## src/rtl/dcache_bypass_axi_if_pkg.sv

```systemverilog
// Shared types for the dcache bypass AXI stage: latched request, response,
// FSM state encoding and the AXI constants it drives.
package dcache_bypass_axi_if_pkg;

  localparam int BYPASS_ADDR_WIDTH = 64;
  localparam int BYPASS_DATA_WIDTH = 64;
  localparam int BYPASS_BE_WIDTH   = BYPASS_DATA_WIDTH / 8;

  localparam logic [1:0] AXI_BURST_INCR = 2'b01;
  localparam logic [1:0] AXI_RESP_OKAY  = 2'b00;

  typedef enum logic [2:0] {
    IDLE,
    WR_ADDR_DATA,
    WR_RESP,
    RD_ADDR,
    RD_DATA
  } axi_bypass_state_e;

  typedef struct packed {
    logic                         we;
    logic [BYPASS_ADDR_WIDTH-1:0] addr;
    logic [BYPASS_DATA_WIDTH-1:0] wdata;
    logic [BYPASS_BE_WIDTH-1:0]   be;
    logic [1:0]                   size;
  } bypass_req_t;

  typedef struct packed {
    logic [BYPASS_DATA_WIDTH-1:0] rdata;
    logic                         err;
  } bypass_rsp_t;

  // Anything other than OKAY (SLVERR, DECERR, EXOKAY) is reported as an error.
  function automatic logic axi_resp_is_err(input logic [1:0] resp);
    return resp != AXI_RESP_OKAY;
  endfunction

endpackage

```

## src/rtl/dcache_bypass_axi_if_if.sv

```systemverilog
// Flat AXI4 bypass master bus (AW/W/B/AR/R); master modport is the cache side,
// slave modport is the interconnect / memory side.
interface dcache_bypass_axi_if_if #(
  parameter int AXI_ID_WIDTH = 4,
  parameter int ADDR_WIDTH   = 64,
  parameter int DATA_WIDTH   = 64
);

  logic                    aw_valid_o;
  logic                    aw_ready_i;
  logic [ADDR_WIDTH-1:0]   aw_addr_o;
  logic [2:0]              aw_size_o;
  logic [7:0]              aw_len_o;
  logic [1:0]              aw_burst_o;
  logic [AXI_ID_WIDTH-1:0] aw_id_o;

  logic                    w_valid_o;
  logic                    w_ready_i;
  logic [DATA_WIDTH-1:0]   w_data_o;
  logic [DATA_WIDTH/8-1:0] w_strb_o;
  logic                    w_last_o;

  logic                    b_valid_i;
  logic                    b_ready_o;
  logic [1:0]              b_resp_i;

  logic                    ar_valid_o;
  logic                    ar_ready_i;
  logic [ADDR_WIDTH-1:0]   ar_addr_o;
  logic [2:0]              ar_size_o;
  logic [7:0]              ar_len_o;
  logic [1:0]              ar_burst_o;
  logic [AXI_ID_WIDTH-1:0] ar_id_o;

  logic                    r_valid_i;
  logic                    r_ready_o;
  logic [DATA_WIDTH-1:0]   r_data_i;
  logic [1:0]              r_resp_i;
  logic                    r_last_i;

  modport master (
    output aw_valid_o, aw_addr_o, aw_size_o, aw_len_o, aw_burst_o, aw_id_o,
    input  aw_ready_i,
    output w_valid_o, w_data_o, w_strb_o, w_last_o,
    input  w_ready_i,
    input  b_valid_i, b_resp_i,
    output b_ready_o,
    output ar_valid_o, ar_addr_o, ar_size_o, ar_len_o, ar_burst_o, ar_id_o,
    input  ar_ready_i,
    input  r_valid_i, r_data_i, r_resp_i, r_last_i,
    output r_ready_o
  );

  modport slave (
    input  aw_valid_o, aw_addr_o, aw_size_o, aw_len_o, aw_burst_o, aw_id_o,
    output aw_ready_i,
    input  w_valid_o, w_data_o, w_strb_o, w_last_o,
    output w_ready_i,
    output b_valid_i, b_resp_i,
    input  b_ready_o,
    input  ar_valid_o, ar_addr_o, ar_size_o, ar_len_o, ar_burst_o, ar_id_o,
    output ar_ready_i,
    output r_valid_i, r_data_i, r_resp_i, r_last_i,
    input  r_ready_o
  );

endinterface

```

## src/rtl/dcache_bypass_axi_if.sv

```systemverilog
// Turns single-word uncached bypass requests into single-beat AXI4 transactions,
// one outstanding at a time, and returns read data / write ack to the miss handler.
module dcache_bypass_axi_if
  import dcache_bypass_axi_if_pkg::*;
#(
  parameter int                    AXI_ID_WIDTH = 4,
  parameter logic [AXI_ID_WIDTH-1:0] AXI_ID     = 4'b0001,
  parameter int                    ADDR_WIDTH   = 64,
  parameter int                    DATA_WIDTH   = 64
) (
  input  logic                    clk_i,
  input  logic                    rst_ni,
  input  logic                    req_i,
  input  logic                    we_i,
  input  logic [ADDR_WIDTH-1:0]   addr_i,
  input  logic [DATA_WIDTH-1:0]   wdata_i,
  input  logic [DATA_WIDTH/8-1:0] be_i,
  input  logic [1:0]              size_i,
  output logic                    gnt_o,
  output logic                    valid_o,
  output logic [DATA_WIDTH-1:0]   rdata_o,
  output logic                    err_o,
  output logic                    busy_o,
  dcache_bypass_axi_if_if.master  axi
);

  axi_bypass_state_e state_reg;
  bypass_req_t       req_reg;
  bypass_rsp_t       rsp_reg;
  logic              valid_reg;
  logic              aw_valid_reg;
  logic              w_valid_reg;
  logic              ar_valid_reg;
  logic              b_ready_reg;
  logic              r_ready_reg;

  logic aw_hs, w_hs, aw_done, w_done, b_hs, r_hs;

  // A dropped valid doubles as the "channel done" flag for the write phase.
  assign aw_hs   = aw_valid_reg & axi.aw_ready_i;
  assign w_hs    = w_valid_reg & axi.w_ready_i;
  assign aw_done = ~aw_valid_reg;
  assign w_done  = ~w_valid_reg;
  assign b_hs    = b_ready_reg & axi.b_valid_i;
  assign r_hs    = r_ready_reg & axi.r_valid_i;

  always_ff @(posedge clk_i) begin
    if (!rst_ni) begin
      state_reg    <= IDLE;
      req_reg      <= '0;
      rsp_reg      <= '0;
      valid_reg    <= 1'b0;
      aw_valid_reg <= 1'b0;
      w_valid_reg  <= 1'b0;
      ar_valid_reg <= 1'b0;
      b_ready_reg  <= 1'b0;
      r_ready_reg  <= 1'b0;
    end else begin
      valid_reg   <= 1'b0;
      rsp_reg.err <= 1'b0;
      case (state_reg)
        IDLE: begin
          if (req_i) begin
            req_reg <= '{we: we_i, addr: addr_i, wdata: wdata_i, be: be_i, size: size_i};
            if (we_i) begin
              state_reg    <= WR_ADDR_DATA;
              aw_valid_reg <= 1'b1;
              w_valid_reg  <= 1'b1;
            end else begin
              state_reg    <= RD_ADDR;
              ar_valid_reg <= 1'b1;
            end
          end
        end
        WR_ADDR_DATA: begin
          if (aw_hs) aw_valid_reg <= 1'b0;
          if (w_hs)  w_valid_reg  <= 1'b0;
          if ((aw_done || aw_hs) && (w_done || w_hs)) begin
            state_reg   <= WR_RESP;
            b_ready_reg <= 1'b1;
          end
        end
        WR_RESP: begin
          if (b_hs) begin
            state_reg   <= IDLE;
            b_ready_reg <= 1'b0;
            valid_reg   <= 1'b1;
            rsp_reg.err <= axi_resp_is_err(axi.b_resp_i);
          end
        end
        RD_ADDR: begin
          if (ar_valid_reg && axi.ar_ready_i) begin
            state_reg    <= RD_DATA;
            ar_valid_reg <= 1'b0;
            r_ready_reg  <= 1'b1;
          end
        end
        RD_DATA: begin
          if (r_hs) begin
            state_reg     <= IDLE;
            r_ready_reg   <= 1'b0;
            valid_reg     <= 1'b1;
            rsp_reg.rdata <= axi.r_data_i;
            rsp_reg.err   <= axi_resp_is_err(axi.r_resp_i);
          end
        end
        default: state_reg <= IDLE;
      endcase
    end
  end

  // Grant is combinational so a held request is taken the cycle the FSM is back in IDLE.
  assign gnt_o   = req_i & rst_ni & (state_reg == IDLE);
  assign busy_o  = (state_reg != IDLE);
  assign valid_o = valid_reg;
  assign rdata_o = rsp_reg.rdata;
  assign err_o   = rsp_reg.err;

  assign axi.aw_valid_o = aw_valid_reg;
  assign axi.aw_addr_o  = req_reg.addr;
  assign axi.aw_size_o  = {1'b0, req_reg.size};
  assign axi.aw_len_o   = 8'd0;
  assign axi.aw_burst_o = AXI_BURST_INCR;
  assign axi.aw_id_o    = AXI_ID;

  assign axi.w_valid_o  = w_valid_reg;
  assign axi.w_data_o   = req_reg.wdata;
  assign axi.w_strb_o   = req_reg.be;
  assign axi.w_last_o   = 1'b1;

  assign axi.b_ready_o  = b_ready_reg;

  assign axi.ar_valid_o = ar_valid_reg;
  assign axi.ar_addr_o  = req_reg.addr;
  assign axi.ar_size_o  = {1'b0, req_reg.size};
  assign axi.ar_len_o   = 8'd0;
  assign axi.ar_burst_o = AXI_BURST_INCR;
  assign axi.ar_id_o    = AXI_ID;

  assign axi.r_ready_o  = r_ready_reg;

  // The direction is already encoded in the state and single beats make r_last redundant.
  logic unused_bits;
  assign unused_bits = req_reg.we ^ axi.r_last_i;

endmodule

```

## src/flat_wrapper.sv

```systemverilog
// flat-port wrapper written by rule: the top's interface ports become plain ports
module dcache_bypass_axi_if_flat import dcache_bypass_axi_if_pkg::*;
#(
  parameter int                    AXI_ID_WIDTH = 4,
  parameter logic [AXI_ID_WIDTH-1:0] AXI_ID     = 4'b0001,
  parameter int                    ADDR_WIDTH   = 64,
  parameter int                    DATA_WIDTH   = 64
)
  (clk_i, rst_ni, req_i, we_i, addr_i, wdata_i, be_i, size_i, gnt_o, valid_o, rdata_o, err_o, busy_o, axi_aw_valid_o, axi_aw_addr_o, axi_aw_size_o, axi_aw_len_o, axi_aw_burst_o, axi_aw_id_o, axi_aw_ready_i, axi_w_valid_o, axi_w_data_o, axi_w_strb_o, axi_w_last_o, axi_w_ready_i, axi_b_valid_i, axi_b_resp_i, axi_b_ready_o, axi_ar_valid_o, axi_ar_addr_o, axi_ar_size_o, axi_ar_len_o, axi_ar_burst_o, axi_ar_id_o, axi_ar_ready_i, axi_r_valid_i, axi_r_data_i, axi_r_resp_i, axi_r_last_i, axi_r_ready_o);
  dcache_bypass_axi_if_if #(.AXI_ID_WIDTH(AXI_ID_WIDTH), .ADDR_WIDTH(ADDR_WIDTH), .DATA_WIDTH(DATA_WIDTH)) axi_i ();
  input  logic clk_i;
  input  logic rst_ni;
  input  logic req_i;
  input  logic we_i;
  input  logic [ADDR_WIDTH-1:0] addr_i;
  input  logic [DATA_WIDTH-1:0] wdata_i;
  input  logic [DATA_WIDTH/8-1:0] be_i;
  input  logic [1:0] size_i;
  output logic gnt_o;
  output logic valid_o;
  output logic [DATA_WIDTH-1:0] rdata_o;
  output logic err_o;
  output logic busy_o;
  output wire logic [$bits(axi_i.aw_valid_o)-1:0] axi_aw_valid_o;
  output wire logic [$bits(axi_i.aw_addr_o)-1:0] axi_aw_addr_o;
  output wire logic [$bits(axi_i.aw_size_o)-1:0] axi_aw_size_o;
  output wire logic [$bits(axi_i.aw_len_o)-1:0] axi_aw_len_o;
  output wire logic [$bits(axi_i.aw_burst_o)-1:0] axi_aw_burst_o;
  output wire logic [$bits(axi_i.aw_id_o)-1:0] axi_aw_id_o;
  input wire logic [$bits(axi_i.aw_ready_i)-1:0] axi_aw_ready_i;
  output wire logic [$bits(axi_i.w_valid_o)-1:0] axi_w_valid_o;
  output wire logic [$bits(axi_i.w_data_o)-1:0] axi_w_data_o;
  output wire logic [$bits(axi_i.w_strb_o)-1:0] axi_w_strb_o;
  output wire logic [$bits(axi_i.w_last_o)-1:0] axi_w_last_o;
  input wire logic [$bits(axi_i.w_ready_i)-1:0] axi_w_ready_i;
  input wire logic [$bits(axi_i.b_valid_i)-1:0] axi_b_valid_i;
  input wire logic [$bits(axi_i.b_resp_i)-1:0] axi_b_resp_i;
  output wire logic [$bits(axi_i.b_ready_o)-1:0] axi_b_ready_o;
  output wire logic [$bits(axi_i.ar_valid_o)-1:0] axi_ar_valid_o;
  output wire logic [$bits(axi_i.ar_addr_o)-1:0] axi_ar_addr_o;
  output wire logic [$bits(axi_i.ar_size_o)-1:0] axi_ar_size_o;
  output wire logic [$bits(axi_i.ar_len_o)-1:0] axi_ar_len_o;
  output wire logic [$bits(axi_i.ar_burst_o)-1:0] axi_ar_burst_o;
  output wire logic [$bits(axi_i.ar_id_o)-1:0] axi_ar_id_o;
  input wire logic [$bits(axi_i.ar_ready_i)-1:0] axi_ar_ready_i;
  input wire logic [$bits(axi_i.r_valid_i)-1:0] axi_r_valid_i;
  input wire logic [$bits(axi_i.r_data_i)-1:0] axi_r_data_i;
  input wire logic [$bits(axi_i.r_resp_i)-1:0] axi_r_resp_i;
  input wire logic [$bits(axi_i.r_last_i)-1:0] axi_r_last_i;
  output wire logic [$bits(axi_i.r_ready_o)-1:0] axi_r_ready_o;
  assign axi_aw_valid_o = axi_i.aw_valid_o;
  assign axi_aw_addr_o = axi_i.aw_addr_o;
  assign axi_aw_size_o = axi_i.aw_size_o;
  assign axi_aw_len_o = axi_i.aw_len_o;
  assign axi_aw_burst_o = axi_i.aw_burst_o;
  assign axi_aw_id_o = axi_i.aw_id_o;
  assign axi_i.aw_ready_i = axi_aw_ready_i;
  assign axi_w_valid_o = axi_i.w_valid_o;
  assign axi_w_data_o = axi_i.w_data_o;
  assign axi_w_strb_o = axi_i.w_strb_o;
  assign axi_w_last_o = axi_i.w_last_o;
  assign axi_i.w_ready_i = axi_w_ready_i;
  assign axi_i.b_valid_i = axi_b_valid_i;
  assign axi_i.b_resp_i = axi_b_resp_i;
  assign axi_b_ready_o = axi_i.b_ready_o;
  assign axi_ar_valid_o = axi_i.ar_valid_o;
  assign axi_ar_addr_o = axi_i.ar_addr_o;
  assign axi_ar_size_o = axi_i.ar_size_o;
  assign axi_ar_len_o = axi_i.ar_len_o;
  assign axi_ar_burst_o = axi_i.ar_burst_o;
  assign axi_ar_id_o = axi_i.ar_id_o;
  assign axi_i.ar_ready_i = axi_ar_ready_i;
  assign axi_i.r_valid_i = axi_r_valid_i;
  assign axi_i.r_data_i = axi_r_data_i;
  assign axi_i.r_resp_i = axi_r_resp_i;
  assign axi_i.r_last_i = axi_r_last_i;
  assign axi_r_ready_o = axi_i.r_ready_o;
  dcache_bypass_axi_if #(.AXI_ID_WIDTH(AXI_ID_WIDTH), .AXI_ID(AXI_ID), .ADDR_WIDTH(ADDR_WIDTH), .DATA_WIDTH(DATA_WIDTH)) u_core (.clk_i(clk_i), .rst_ni(rst_ni), .req_i(req_i), .we_i(we_i), .addr_i(addr_i), .wdata_i(wdata_i), .be_i(be_i), .size_i(size_i), .gnt_o(gnt_o), .valid_o(valid_o), .rdata_o(rdata_o), .err_o(err_o), .busy_o(busy_o), .axi(axi_i));
endmodule
```

## config.mk

```make
export PLATFORM = sky130hd
export DESIGN_NAME = dcache_bypass_axi_if_flat
export DESIGN_NICKNAME = d
export VERILOG_FILES = /design/src/rtl/dcache_bypass_axi_if_pkg.sv /design/src/rtl/dcache_bypass_axi_if_if.sv /design/src/rtl/dcache_bypass_axi_if.sv /design/src/flat_wrapper.sv
export SDC_FILE = /design/constraint.sdc
export NUM_CORES = 1
export LEC_CHECK = 0
export BUFFER_PORTS_ARGS = -buffer_cell sky130_fd_sc_hd__buf_4
export CORE_AREA = 2 2 204 206
export CTS_BUF_LIST = sky130_fd_sc_hd__clkbuf_8
export CTS_CLUSTER_DIAMETER = 50
export CTS_CLUSTER_SIZE = 8
export DETAILED_ROUTE_END_ITERATION = 16
export DIE_AREA = 0 0 206 208
export PLACE_DENSITY_LB_ADDON = 0.25
export SLEW_MARGIN = 20
export SYNTH_ARGS = -nofsm -noshare
export SYNTH_HDL_FRONTEND = slang
export SYNTH_SLANG_ARGS = --single-unit
```

## constraint.sdc

```tcl
create_clock -name clk_i -period 1.65 [get_ports clk_i]
set_input_delay 0.33 -clock clk_i [delete_from_list [all_inputs] [get_ports clk_i]]
set_output_delay 0.33 -clock clk_i [all_outputs]
set_load 0.02 [all_outputs]
```

==> flow_metrics.tcl <==
set metrics [dict create \
    die_h_um 208 \
    synthToLayoutAreaGrowth_pct 75.1 \
    design.core.area_um2 40600 \
    avgSynthCellArea_um2 8.39 \
    cp_data_required_time_ns 1.32 \
    start_kind "flop" \
    core.rowCount 74 \
    clk_latency_ns 0.56 \
    gr-usage-all-layers_pct 14.2 \
    outcome "complete, but fails checks" \
    ys_warn_count 0 \
    fin_crit_ns 1.87 \
    avgViaCountPerCell 4.03 \
    report.final.slew_viol_count 0 \
    ir_worst_vdd_mv 0.556 \
    cts_max_level 2 \
    hold_start "axi_r_data_i[26]" \
    cts_buffer_depth 3 \
    wl_met2_um 16600 \
    io_pins 524 \
    cts.sinks 212 \
    rsz0062_at_grt "yes" \
    synth-seq-cells 212 \
    crit_arrival_ns 1.54 \
    gp_congestion 0.777 \
    cap_violations 0 \
    clkTransAtPathRegs_ns 0.06 \
    p_leak_nw 6.84 \
    cpMaxStageDelayCell "dfxtp_4" \
    dieWidth_um 206 \
    finalSetupViolations 2 \
    wirelength_um 32900 \
    cellPowerDensity_nw_per_um2 989 \
    dr_wl_met3_um 2970 \
    path_class "flop to primary output" \
    synth_cells 1045 \
    antenna_left 0 \
    dp_hpwl_um 22600 \
    drt_iter0_markers 289 \
    avgRoutedWirePerCell_um 14.7 \
    critPathMostFrequentCell "buf_6" \
    synth_top_area_share_pct 48.4 \
    syn-cell-area_um2 8760 \
    vias 8982 \
    tns_ns -0.387 \
    reg2reg_from "u_core.state_reg[1]" \
    drive_above_1_share_pct 35.6 \
    max_freq_mhz 535 \
    violations "setup timing" \
    synth_edf_count 0 \
    numCtsBuffers 37 \
    synth_area_leader_cell "dfxtp_1" \
    fin_skew_ns 0.0162 \
    utilization_pct 37.9 \
    async_reset_ff_share_pct 0 \
    finalHoldViolCount 0 \
    grt_pass1_vias 8736 \
    antenna_found_initial 0 \
    finalCritPeriodShare_pct 113 \
    worstHoldPathType "input port to flop" \
    ys.flop_type "dfxtp_1" \
    start_util_pct 21.6 \
    fin_ws_ns -0.221 \
    cp-startpoint "u_core.state_reg[1]" \
    fin_nets 1896 \
    overflow 0 \
    yosysUniqueCellTypes 34 \
    drc 0 \
    die-area_um2 42800 \
    cpPeakStageDelay_ns 0.35 \
    n_fill_cell 4144 \
    endpoint_kind "primary output" \
    grt_max_degree 79 \
    crit_fanout 3 \
    synthTopCellsByArea "dfxtp_1 48%, nand2_1 18%, a21boi_0 9.8%, buf_4 8.5%, a21boi_1 7.7%" \
    cts_root_buf "clkbuf_8" \
    grt_pass1_wl_um 48000 \
    m1WireLength_um 12600 \
    cts_tree "built" \
    path_cells "nor3_4 > buf_6 > and3_4 > buf_6" \
    num_antenna_cells 0 \
    dr.max_layer_used "met4" \
    synth.yosys.seq_area_share_pct 48.4 \
    first_pass_iters 4 \
    port_buffers 491 \
]
-- per-stage QoR --
step / area (um2) / total power [mW] / instances / hold WS, ns / setup WS, ns
2_1_floorplan: 8870 / 8.53 / 1074 / 0.465 / 0.310
3_3_place_gp: 12500 / 10.2 / 1964 / 0.441 / 0.0954
3_5_place_dp: 12500 / 10.3 / 1964 / 0.445 / 0.0687
4_1_cts: 15200 / 15.5 / 2220 / 0.000757 / -0.285
5_1_grt: 15400 / 16.1 / 2228 / 0.0149 / -0.332
6_report: 15400 / 15.2 / 2228 / 0.0683 / -0.221
-- final cells by class --
| class | count | area [um2] | area share (%) |
|---|---|---|---|
| Tap cell | 532 | 666 | 4.34 |
| Clock inverter | 17 | 126 | 0.823 |
| Sequential cell | 212 | 4250 | 27.7 |
| Timing Repair Buffer | 736 | 6270 | 40.8 |
| Inverter | 2 | 7.51 | 0.0489 |
| Clock buffer | 38 | 523 | 3.41 |
| Multi-Input combinational cell | 691 | 3510 | 22.9 |
-- Yosys cell counts, types with 2 or more instances --
cell type and count:
nand2_1 414, nor3b_1 2, and2_1 2, buf_1 2, clkbuf_1 36, nand2b_1 2, nor2b_1 2, dfxtp_1 212
nand4_1 2, nor2_1 7, buf_6 16, a21boi_0 114, conb_1 2, and3_1 3, a21boi_1 90, nand3_1 5
buf_2 16, inv_1 2, a31o_2 2, buf_4 99, nor3_1 2
-- logic make-up (layout without fill, tap and decap cells) --
| family | after synthesis | count (layout) | synth area share, % |
|---|---|---|---|
| simple gates | 443 | 443 | 19.7 |
| mux | 1 | 1 | 0.114 |
| other cells | 2 | 31 | 0.0857 |
| flops | 212 | 212 | 48.4 |
| buf+inv | 171 | 793 | 13.2 |
| compound gates | 216 | 216 | 18.5 |
-- cell usage in the layout (no fill, tap or decap), types with 2 or more instances in the layout --
| cell type | netlist | layout |
|---|---|---|
| nor3_1 | 2 | 2 |
| buf_4 | 99 | 517 |
| nand3_1 | 5 | 5 |
| inv_1 | 2 | 6 |
| nor2b_1 | 2 | 2 |
| dfxtp_1 | 212 | 209 |
| a21boi_1 | 90 | 99 |
| clkinv_4 | 0 | 3 |
| nand2_1 | 414 | 413 |
| dfxtp_4 | 0 | 2 |
| a21boi_0 | 114 | 105 |
| nor2_1 | 7 | 7 |
| buf_12 | 0 | 14 |
| clkinvlp_4 | 0 | 2 |
| nand4_1 | 2 | 2 |
| clkbuf_16 | 0 | 3 |
| dlygate4sd3_1 | 0 | 196 |
| clkbuf_8 | 0 | 38 |
| nor3b_1 | 2 | 2 |
| a31o_2 | 2 | 2 |
| clkinv_2 | 0 | 5 |
| conb_1 | 2 | 31 |
| buf_6 | 16 | 6 |
| nand2b_1 | 2 | 2 |
| and3_1 | 3 | 2 |
-- power breakdown --
part	total, mW	internal (mW)	leakage (nW)	switching, mW
Clock	4.54	2.30	0.352	2.24
Sequential	5.93	5.60	1.73	0.331
Combinational	4.71	2.20	4.76	2.51
Total	15.2	10.1	6.84	5.09
-- path summary, 6_finish.rpt --
kind	slack [ns]	to	cells past startpoint
worst max-delay path	-0.22	gnt_o	4
worst min register to register	0.45	u_core.axi.w_data_o[41]	2
worst max register to register	0.09	u_core.rdata_o[16]	7
worst min-delay path	0.07	u_core.rdata_o[26]	3
-- timing repair --
action                     in CTS  in global routing
buffers inserted                6                  4
cloned                          0                  3
hold endpoints to repair      195                  1
setup endpoints to repair       2                 33
pin swaps                       1                  2
hold buffers                  195                  1
resized for setup              10                 14
-- critical path: cells and delay by family (launching register included) --
family / cells / cell delay (ns)
and+or+nand+nor: 2 / 0.38
DFF: 1 / 0.35
buffers and inverters: 2 / 0.24
-- layer usage --
layer	vias up	GRT usage, %
li1	4481	-
met1	4112	15.5
met2	343	25.1
met3	46	5.55
met4	0	4.09
met5	-	0
Power figures use the tool's default switching activity.
